[src/rtl/muldiv_unit.sv]
// Iterative MIPS32 multiply/divide unit feeding the HI/LO pair (one HI+LO write per op).
// Optional MADD/MSUB accumulate ops are built only when MULDIV_MADD_EN is defined.
module muldiv_unit (
    input  logic        clk,
    input  logic        rst,
    input  logic        start,
    input  logic [2:0]  op,
    input  logic [31:0] opa,
    input  logic [31:0] opb,
    input  logic        cancel,
    input  logic [31:0] hi_rdata,
    input  logic [31:0] lo_rdata,
    output logic        busy,
    output logic        hi_wr,
    output logic        lo_wr,
    output logic [31:0] hi_wdata,
    output logic [31:0] lo_wdata
);

    typedef enum logic [2:0] {IDLE, MUL, ACC, DIV, FIX, WB} state_t;

    state_t      state_q, state_d;
    logic [2:0]  op_q, op_d;
    logic [31:0] opa_q, opa_d;
    logic [31:0] opb_q, opb_d;
    logic [4:0]  cnt_q, cnt_d;
    logic [31:0] rem_q, rem_d;
    logic [31:0] quo_q, quo_d;
    logic [31:0] hi_q, hi_d;
    logic [31:0] lo_q, lo_d;
`ifdef MULDIV_MADD_EN
    logic [63:0] prod_q, prod_d;
`endif

    logic        op_ok;
    logic        sgn;
    logic [63:0] a_ext, b_ext, product;
    logic [31:0] opa_mag_in, dvs_mag;
    logic [32:0] trial;
    logic        q_neg, r_neg;

`ifdef MULDIV_MADD_EN
    assign op_ok = 1'b1;
`else
    assign op_ok = ~op[2];
    logic unused_acc;
    assign unused_acc = ^{hi_rdata, lo_rdata, op_q[2]};
`endif

    // op[0] clear selects the signed flavour for every opcode
    assign sgn     = ~op_q[0];
    assign a_ext   = {{32{sgn & opa_q[31]}}, opa_q};
    assign b_ext   = {{32{sgn & opb_q[31]}}, opb_q};
    assign product = a_ext * b_ext;

    assign opa_mag_in = (~op[0] & opa[31]) ? -opa : opa;
    assign dvs_mag    = (sgn & opb_q[31]) ? -opb_q : opb_q;
    assign trial      = {rem_q, quo_q[31]} - {1'b0, dvs_mag};
    assign q_neg      = sgn & (opa_q[31] ^ opb_q[31]);
    assign r_neg      = sgn & opa_q[31];

    always_comb begin
        state_d = state_q;
        op_d    = op_q;
        opa_d   = opa_q;
        opb_d   = opb_q;
        cnt_d   = cnt_q;
        rem_d   = rem_q;
        quo_d   = quo_q;
        hi_d    = hi_q;
        lo_d    = lo_q;
`ifdef MULDIV_MADD_EN
        prod_d  = prod_q;
`endif
        case (state_q)
            IDLE: begin
                if (start && !cancel && op_ok) begin
                    op_d  = op;
                    opa_d = opa;
                    opb_d = opb;
                    if (op[2:1] == 2'b01) begin
                        state_d = DIV;
                        cnt_d   = 5'd31;
                        rem_d   = '0;
                        quo_d   = opa_mag_in;
                    end else begin
                        state_d = MUL;
                    end
                end
            end
            MUL: begin
                if (cancel) begin
                    state_d = IDLE;
                end else begin
`ifdef MULDIV_MADD_EN
                    prod_d = product;
                    if (op_q[2]) begin
                        state_d = ACC;
                    end else begin
                        {hi_d, lo_d} = product;
                        state_d      = WB;
                    end
`else
                    {hi_d, lo_d} = product;
                    state_d      = WB;
`endif
                end
            end
`ifdef MULDIV_MADD_EN
            ACC: begin
                if (cancel) begin
                    state_d = IDLE;
                end else begin
                    if (op_q[1]) {hi_d, lo_d} = {hi_rdata, lo_rdata} - prod_q;
                    else         {hi_d, lo_d} = {hi_rdata, lo_rdata} + prod_q;
                    state_d = WB;
                end
            end
`endif
            DIV: begin
                if (cancel) begin
                    state_d = IDLE;
                end else begin
                    // restoring step: quo_q shifts dividend bits out and quotient bits in
                    if (!trial[32]) begin
                        rem_d = trial[31:0];
                        quo_d = {quo_q[30:0], 1'b1};
                    end else begin
                        rem_d = {rem_q[30:0], quo_q[31]};
                        quo_d = {quo_q[30:0], 1'b0};
                    end
                    if (cnt_q == 5'd0) state_d = FIX;
                    else               cnt_d   = cnt_q - 5'd1;
                end
            end
            FIX: begin
                if (cancel) begin
                    state_d = IDLE;
                end else begin
                    if (opb_q == 32'd0) begin
                        lo_d = '1;
                        hi_d = opa_q;
                    end else begin
                        lo_d = q_neg ? -quo_q : quo_q;
                        hi_d = r_neg ? -rem_q : rem_q;
                    end
                    state_d = WB;
                end
            end
            WB:      state_d = IDLE;
            default: state_d = IDLE;
        endcase
    end

    always_ff @(posedge clk) begin
        if (rst) begin
            state_q <= IDLE;
            op_q    <= '0;
            opa_q   <= '0;
            opb_q   <= '0;
            cnt_q   <= '0;
            rem_q   <= '0;
            quo_q   <= '0;
            hi_q    <= '0;
            lo_q    <= '0;
`ifdef MULDIV_MADD_EN
            prod_q  <= '0;
`endif
        end else begin
            state_q <= state_d;
            op_q    <= op_d;
            opa_q   <= opa_d;
            opb_q   <= opb_d;
            cnt_q   <= cnt_d;
            rem_q   <= rem_d;
            quo_q   <= quo_d;
            hi_q    <= hi_d;
            lo_q    <= lo_d;
`ifdef MULDIV_MADD_EN
            prod_q  <= prod_d;
`endif
        end
    end

    assign busy     = (state_q != IDLE);
    assign hi_wr    = (state_q == WB) && !cancel;
    assign lo_wr    = (state_q == WB) && !cancel;
    assign hi_wdata = hi_q;
    assign lo_wdata = lo_q;

endmodule

[config.mk]
export PLATFORM = sky130hd
export DESIGN_NAME = muldiv_unit
export DESIGN_NICKNAME = d
export VERILOG_FILES = /design/src/rtl/muldiv_unit.sv
export SDC_FILE = /design/constraint.sdc
export NUM_CORES = 2
export LEC_CHECK = 0
export CORE_MARGIN = 5
export CORE_UTILIZATION = 60
export CTS_BUF_LIST = sky130_fd_sc_hd__clkbuf_4 sky130_fd_sc_hd__clkbuf_8 sky130_fd_sc_hd__clkbuf_16
export CTS_CLUSTER_DIAMETER = 40
export DETAILED_ROUTE_END_ITERATION = 12
export GPL_ROUTABILITY_DRIVEN = 1
export GPL_TIMING_DRIVEN = 0
export PLACE_DENSITY = 0.79
export SKIP_LAST_GASP = 1
export SLEW_MARGIN = 0
export SYNTH_ARGS = -nofsm -noshare
export SYNTH_HDL_FRONTEND = slang
export SYNTH_SLANG_ARGS = --single-unit
[constraint.sdc]
create_clock -name clk -period 11.5 [get_ports clk]
set_input_delay 1.15 -clock clk [delete_from_list [all_inputs] [get_ports clk]]
set_output_delay 1.15 -clock clk [all_outputs]
set_load 0.03 [all_outputs]
Word level (Yosys, flattened, before mapping)
Cells that the tools add are included.

Flip-flop bits (word level): 201. Input bits: 135. Output and inout bits: 67. Word-level logic and storage cells: 85.

Add/sub/neg operators: 6. Multiply operators: 1. Equality and inequality tests: 12. Multiplexer cells: 33. Bitwise gates (word level): 8. Reduce and logical (&&, ||, !) cells: 16.

Operators by type and width (number): 32-bit two-way mux (17); 32-bit one-hot mux with 2 select lines (4); 32-bit negator (4); 33-bit by 33-bit multiplier with 64-bit output (1); 33-bit by 32-bit subtractor with 33-bit output (1); 32-bit zero test (1); 5-bit two-way mux (4); 3-bit two-way mux (4); 2-bit != test (second input constant) (6); 5-bit one-hot mux with 2 select lines (1); 3-bit one-hot mux with 3 select lines (1); 3-bit == test (second input constant) (2); 5-bit zero test (1); 5-bit AND reduction (1); 5-bit by 1-bit subtractor with 5-bit output (second input constant) (1); 1-bit bitwise AND (4); 2-bit AND reduction (2); 4-bit AND reduction (1); 2-bit nonzero test (2); 3-bit by 1-bit == test with 1-bit output (second input constant) (1); 3-bit by 2-bit == test with 1-bit output (second input constant) (1); 1-bit logical AND (3); 3-bit zero test (1); 3-bit != test (second input constant) (1); other kinds (9) (11).

Depth between registers and ports, before layout
Word-level depth: 7. Depth in mapped cells: 33. Depth with buffers taken out: 29.

Worst setup path after synthesis
No wires, ideal clock.

Path kind: register to register. From: register opa_q[31]. To: register hi_q[30] (netlist: hi_wdata[30]). Library setup time: 0.091 ns. Data arrival time: 8.491 ns. Required time: 11.409 ns. Setup slack: 2.918 ns. Cell stages (with the launch flop): 32. Buffers on the path: 3. Period minus slack after synthesis: 8.582 ns. Path through: dfxtp_1 -> clkbuf_1 -> inv_1 -> nor2_1 -> clkbuf_1 -> clkbuf_1 -> nand2_1 -> inv_1 -> fa_1 -> inv_1 -> fa_1 -> inv_1 -> fa_1 -> fa_1 -> inv_1 -> fa_1 -> inv_1 -> fa_1 -> inv_1 -> fa_1 -> fa_1 -> inv_1 -> ha_1 -> and3_1 -> and2_1 -> and3_1 -> a211oi_1 -> o21ai_2 -> o31ai_1 -> o21ai_0 -> xnor2_1 -> a311oi_1.

Word-level cells in the longest chain between the ends: 5. Elaborated cells on any way between the ends: 7. Classes of those cells: mul (1); mux (5); bitwise (1).

Ends and longest elaborated chain: from (decl) (line 24) `logic [31:0] opa_q, opa_d;`; from (signal assigned) (line 172) `opa_q <= opa_d;`; branches (longest 4 deep; another with 33-bit by 33-bit multiplier with 64-bit output); 32-bit one-hot mux with 2 select lines * (line 75) `case (state_q)`; to (signal assigned) (line 177) `hi_q <= hi_d;`; to (decl) (line 29) `logic [31:0] hi_q, hi_d;`.

Every way passes the cells marked *. The select of a mux whose other input is x is not followed. A chain may end at the register's enable or synchronous reset.

Worst setup path after layout
Ends and elaborated chain as after synthesis.

==> flow_summary.json <==
{
  "synth_cell_type_count": 84,
  "synthArstFlopShare_pct": 0,
  "finalWorstSetupSlack_ps": 472,
  "crit_path_frequent_cell": "inv_1",
  "layout.area.seq_um2": 4020,
  "r2r_cells": 31,
  "grt_max_degree": 25,
  "antenna_found_initial": 16,
  "vias": 43631,
  "r2r_setup_slack_ps": 470,
  "crit_path_max_incr_delay_ps": 770,
  "p_leak_nw": 25.1,
  "drive_gt1_share_pct": 1.60,
  "cp.required_ps": 11880,
  "cp-start-kind": "register",
  "synth_area_um2": 50600,
  "pre_cts_ws_ps": -179,
  "synth_area_leaders": "fa_1 45%, inv_1 8.7%, dfxtp_1 8.0%",
  "vdd_drop_max_v": 0.0000990,
  "cp.arrival_ps": 11410,
  "synth_top_area_cell": "fa_1",
  "placedCellCount": 7113,
  "max_freq_ghz": 0.0907,
  "cts_buffer_depth": 3,
  "violations": "max-capacitance violations, max-slew violations",
  "drt-pass1-iter-count": 6,
  "netlist_instances": 5896,
  "grt_pass1_vias": 44355,
  "synth_top_family_by_area": "adder cells",
  "grt_pass1_wl_um": 279000,
  "syn_avg_cell_area_um2": 8.58,
  "synth_compound_area_share_pct": 8.98,
  "r2r_start": "opa_q[31]",
  "clock_latency_ps": 530,
  "fillers": 7180,
  "core-area_um2": 83600,
  "wl_per_cell_um": 25.9,
  "fp.dieW_um": 300,
  "numCtsBuffers": 23,
  "pwr-share-clk_pct": 32.2,
  "power_frac_comb_pct": 37.6,
  "swShare_pct": 40.7,
  "hold_path_class": "reg2reg",
  "io_pins": 202,
  "drtAntennaViolNets": 0,
  "dieArea_um2": 90200,
  "internal-power_w": 0.00142,
  "max-slew-margin-rel_pct": -4.39,
  "endpoint_kind": "register",
  "synthAdderAreaFrac_pct": 50.8,
  "grt_use_total_pct": 41.6,
  "synth-simple-area-share_pct": 16.2,
  "routed_wl_um": 186000,
  "worstMarginPinSlew_ps": 1570,
  "rsz0062_at_grt": "false",
  "htreeDepth": 1,
  "final_cell_mix": "1167 x inv_1, 1124 x fa_1, 982 x nand2_1, 371 x and2_1, 331 x clkbuf_1",
  "crit_slowest_cell": "fa_2",
  "hold_viol": 0,
  "clk_pin_slew_ps": 70,
  "multi_input_area_um2": 40700,
  "synth_fp_nets": 7408,
  "synth_xor_area_share_pct": 3.88,
  "place.gp.congestion": 1.04,
  "ys.flop_type": "dfxtp_1",
  "path_buf_inv": 11,
  "power_switching_w": 0.000975,
  "synth_seq_area_share_pct": 7.96,
  "powerDensity_nw_per_um2": 44.2,
  "synth_edf_count": 0,
  "cap_violations": 1,
  "via_per_inst": 6.07,
  "maxSlewViolCount": 11,
  "die_h_um": 300,
  "crit_family": "adder cells",
  "hold_depth": 2,
  "hold_path_startpoint": "lo_wdata[15]",
  "rows": 106,
  "layout_commonest_cell": "inv_1",
  "whs_ps": 455,
  "path_class": "reg2reg",
  "min_period_ps": 11030,
  "area_delta_synth_final_pct": 7.08,
  "worstPathMaxFanout": 10,
  "drt-initial-drc-count": 4815,
  "gr-total-overflow": 0,
  "drc": 0,
  "synthMuxAreaShare_pct": 0.502,
  "instances_no_fill": 7184,
  "portBuffers": 136,
  "clock_sinks": 201,
  "ys_seq_elements": 201,
  "share_seq_of_total_power_pct": 30.2,
  "finalSetupViolCount": 0,
  "worstReg2RegEnd": "hi_wdata[30]",
  "yosys_warnings": 0,
  "root_buffer": "clkbuf_16",
  "fin_nets": 7570,
  "tritoncts": "built",
  "start_util_pct": 60.5,
  "min_to": "lo_wdata[15]",
  "fin_skew_ps": 12.4,
  "outcome": "finished with violations",
  "yosys.area.top_type_share_pct": 44.6,
  "post-dp-hpwl_um": 156000,
  "postCtsSetupRepairBufs": 0,
  "min_period_over_period_pct": 95.9
}
## final cells by class
cell class / instances / share of cell area (%)
multi-input cells: 4142 / 75.1
inverters: 1167 / 8.09
flip-flops and latches: 201 / 7.43
plain buffers: 386 / 2.81
repair buffers: 137 / 2.53
well taps: 1080 / 2.50
clock buffers: 28 / 1.17
clock inverters: 12 / 0.247
diodes: 31 / 0.143
## routing by layer
layer	vias to the layer above	share of wire [%]	global-route usage, %
met5	-	0.037	0
met4	10	7.9	24.2
met3	720	13	13.1
met2	2910	43	62.4
met1	21828	36	53.4
li1	18163	-	-
## sequential cells by signal (all words and copies together) (netlist names)
name,cells
lo_wdata,32
rem_q,32
hi_wdata,32
quo_q,32
cnt_q,5
state_q,3
op_q,1
opb_q,32
opa_q,32
## cells in the mapped netlist (41+ instances only)
master    instances
a211oi_1         41
and2_1          371
nand2_1         982
nor2_1          212
a21o_1           43
nor3_1           49
o21ai_0         116
clkbuf_1        334
fa_1           1126
dfxtp_1         201
ha_1            251
xor2_1           85
inv_1          1167
xnor2_1         139
a21oi_1         315
## worst register-to-register path, delay by kind of cell (launching register included)
kind | cells | cell delay [ps]
flip-flops | 1 | 340
AND/OR/NAND/NOR | 5 | 1290
buffers and inverters | 11 | 2720
XOR/XNOR | 1 | 450
AO/OA/AOI/OAI | 5 | 1310
adder cells (fa/ha/maj) | 9 | 4780
## how the worst max path moves through the flow
| stage | to | startpoint | cells after the start | slack [ps] |
|---|---|---|---|---|
| 5_1_grt | hi_wdata[27] | opa_q[31] | 30 | 160 |
| 2_1_floorplan | hi_wdata[30] | opa_q[31] | 31 | 2920 |
| 3_5_place_dp | hi_wdata[29] | opa_q[31] | 32 | -180 |
| 6_report | hi_wdata[30] | opa_q[31] | 31 | 470 |
| 4_1_cts | hi_wdata[30] | opa_q[31] | 31 | 90 |
| 3_3_place_gp | hi_wdata[30] | opa_q[31] | 31 | -140 |
## through the flow
step                utilization [%]  power [W]  setup TNS [ps]  instance area (um^2)
floorplan                         -    0.00126               0                 50600
global placement               63.8    0.00159            -176                 53300
detailed placement             63.8    0.00160            -411                 53300
CTS                            64.7    0.00235               0                 54100
global route                   64.7    0.00247               0                 54100
finish                         64.8    0.00240               0                 54100
## kinds of logic after synthesis
logic type | count (synthesis)
AND/OR/NAND/NOR | 1784
buffers and inverters | 1553
adder cells (fa/ha/maj) | 1377
AO/OA/AOI/OAI | 732
XOR/XNOR | 224
flip-flops | 201
multiplexers | 25
## repair_timing
| action | 4_1_cts | 5_1_grt |
|---|---|---|
| resized for setup | 2 | 4 |
| endpoints found under the setup margin | 4 | 8 |
| hold buffers | 0 | 0 |
## power by group through the flow
stage                     clock [W]  combinational [W]  sequential [W]
after floorplan                   0           0.000516        0.000741
after global placement            0           0.000852        0.000737
after detailed placement          0           0.000861        0.000738
after CTS                  0.000765           0.000867        0.000722
after global routing       0.000800           0.000946        0.000723
final                      0.000771           0.000901        0.000723
(Power assumes the default switching activity.)
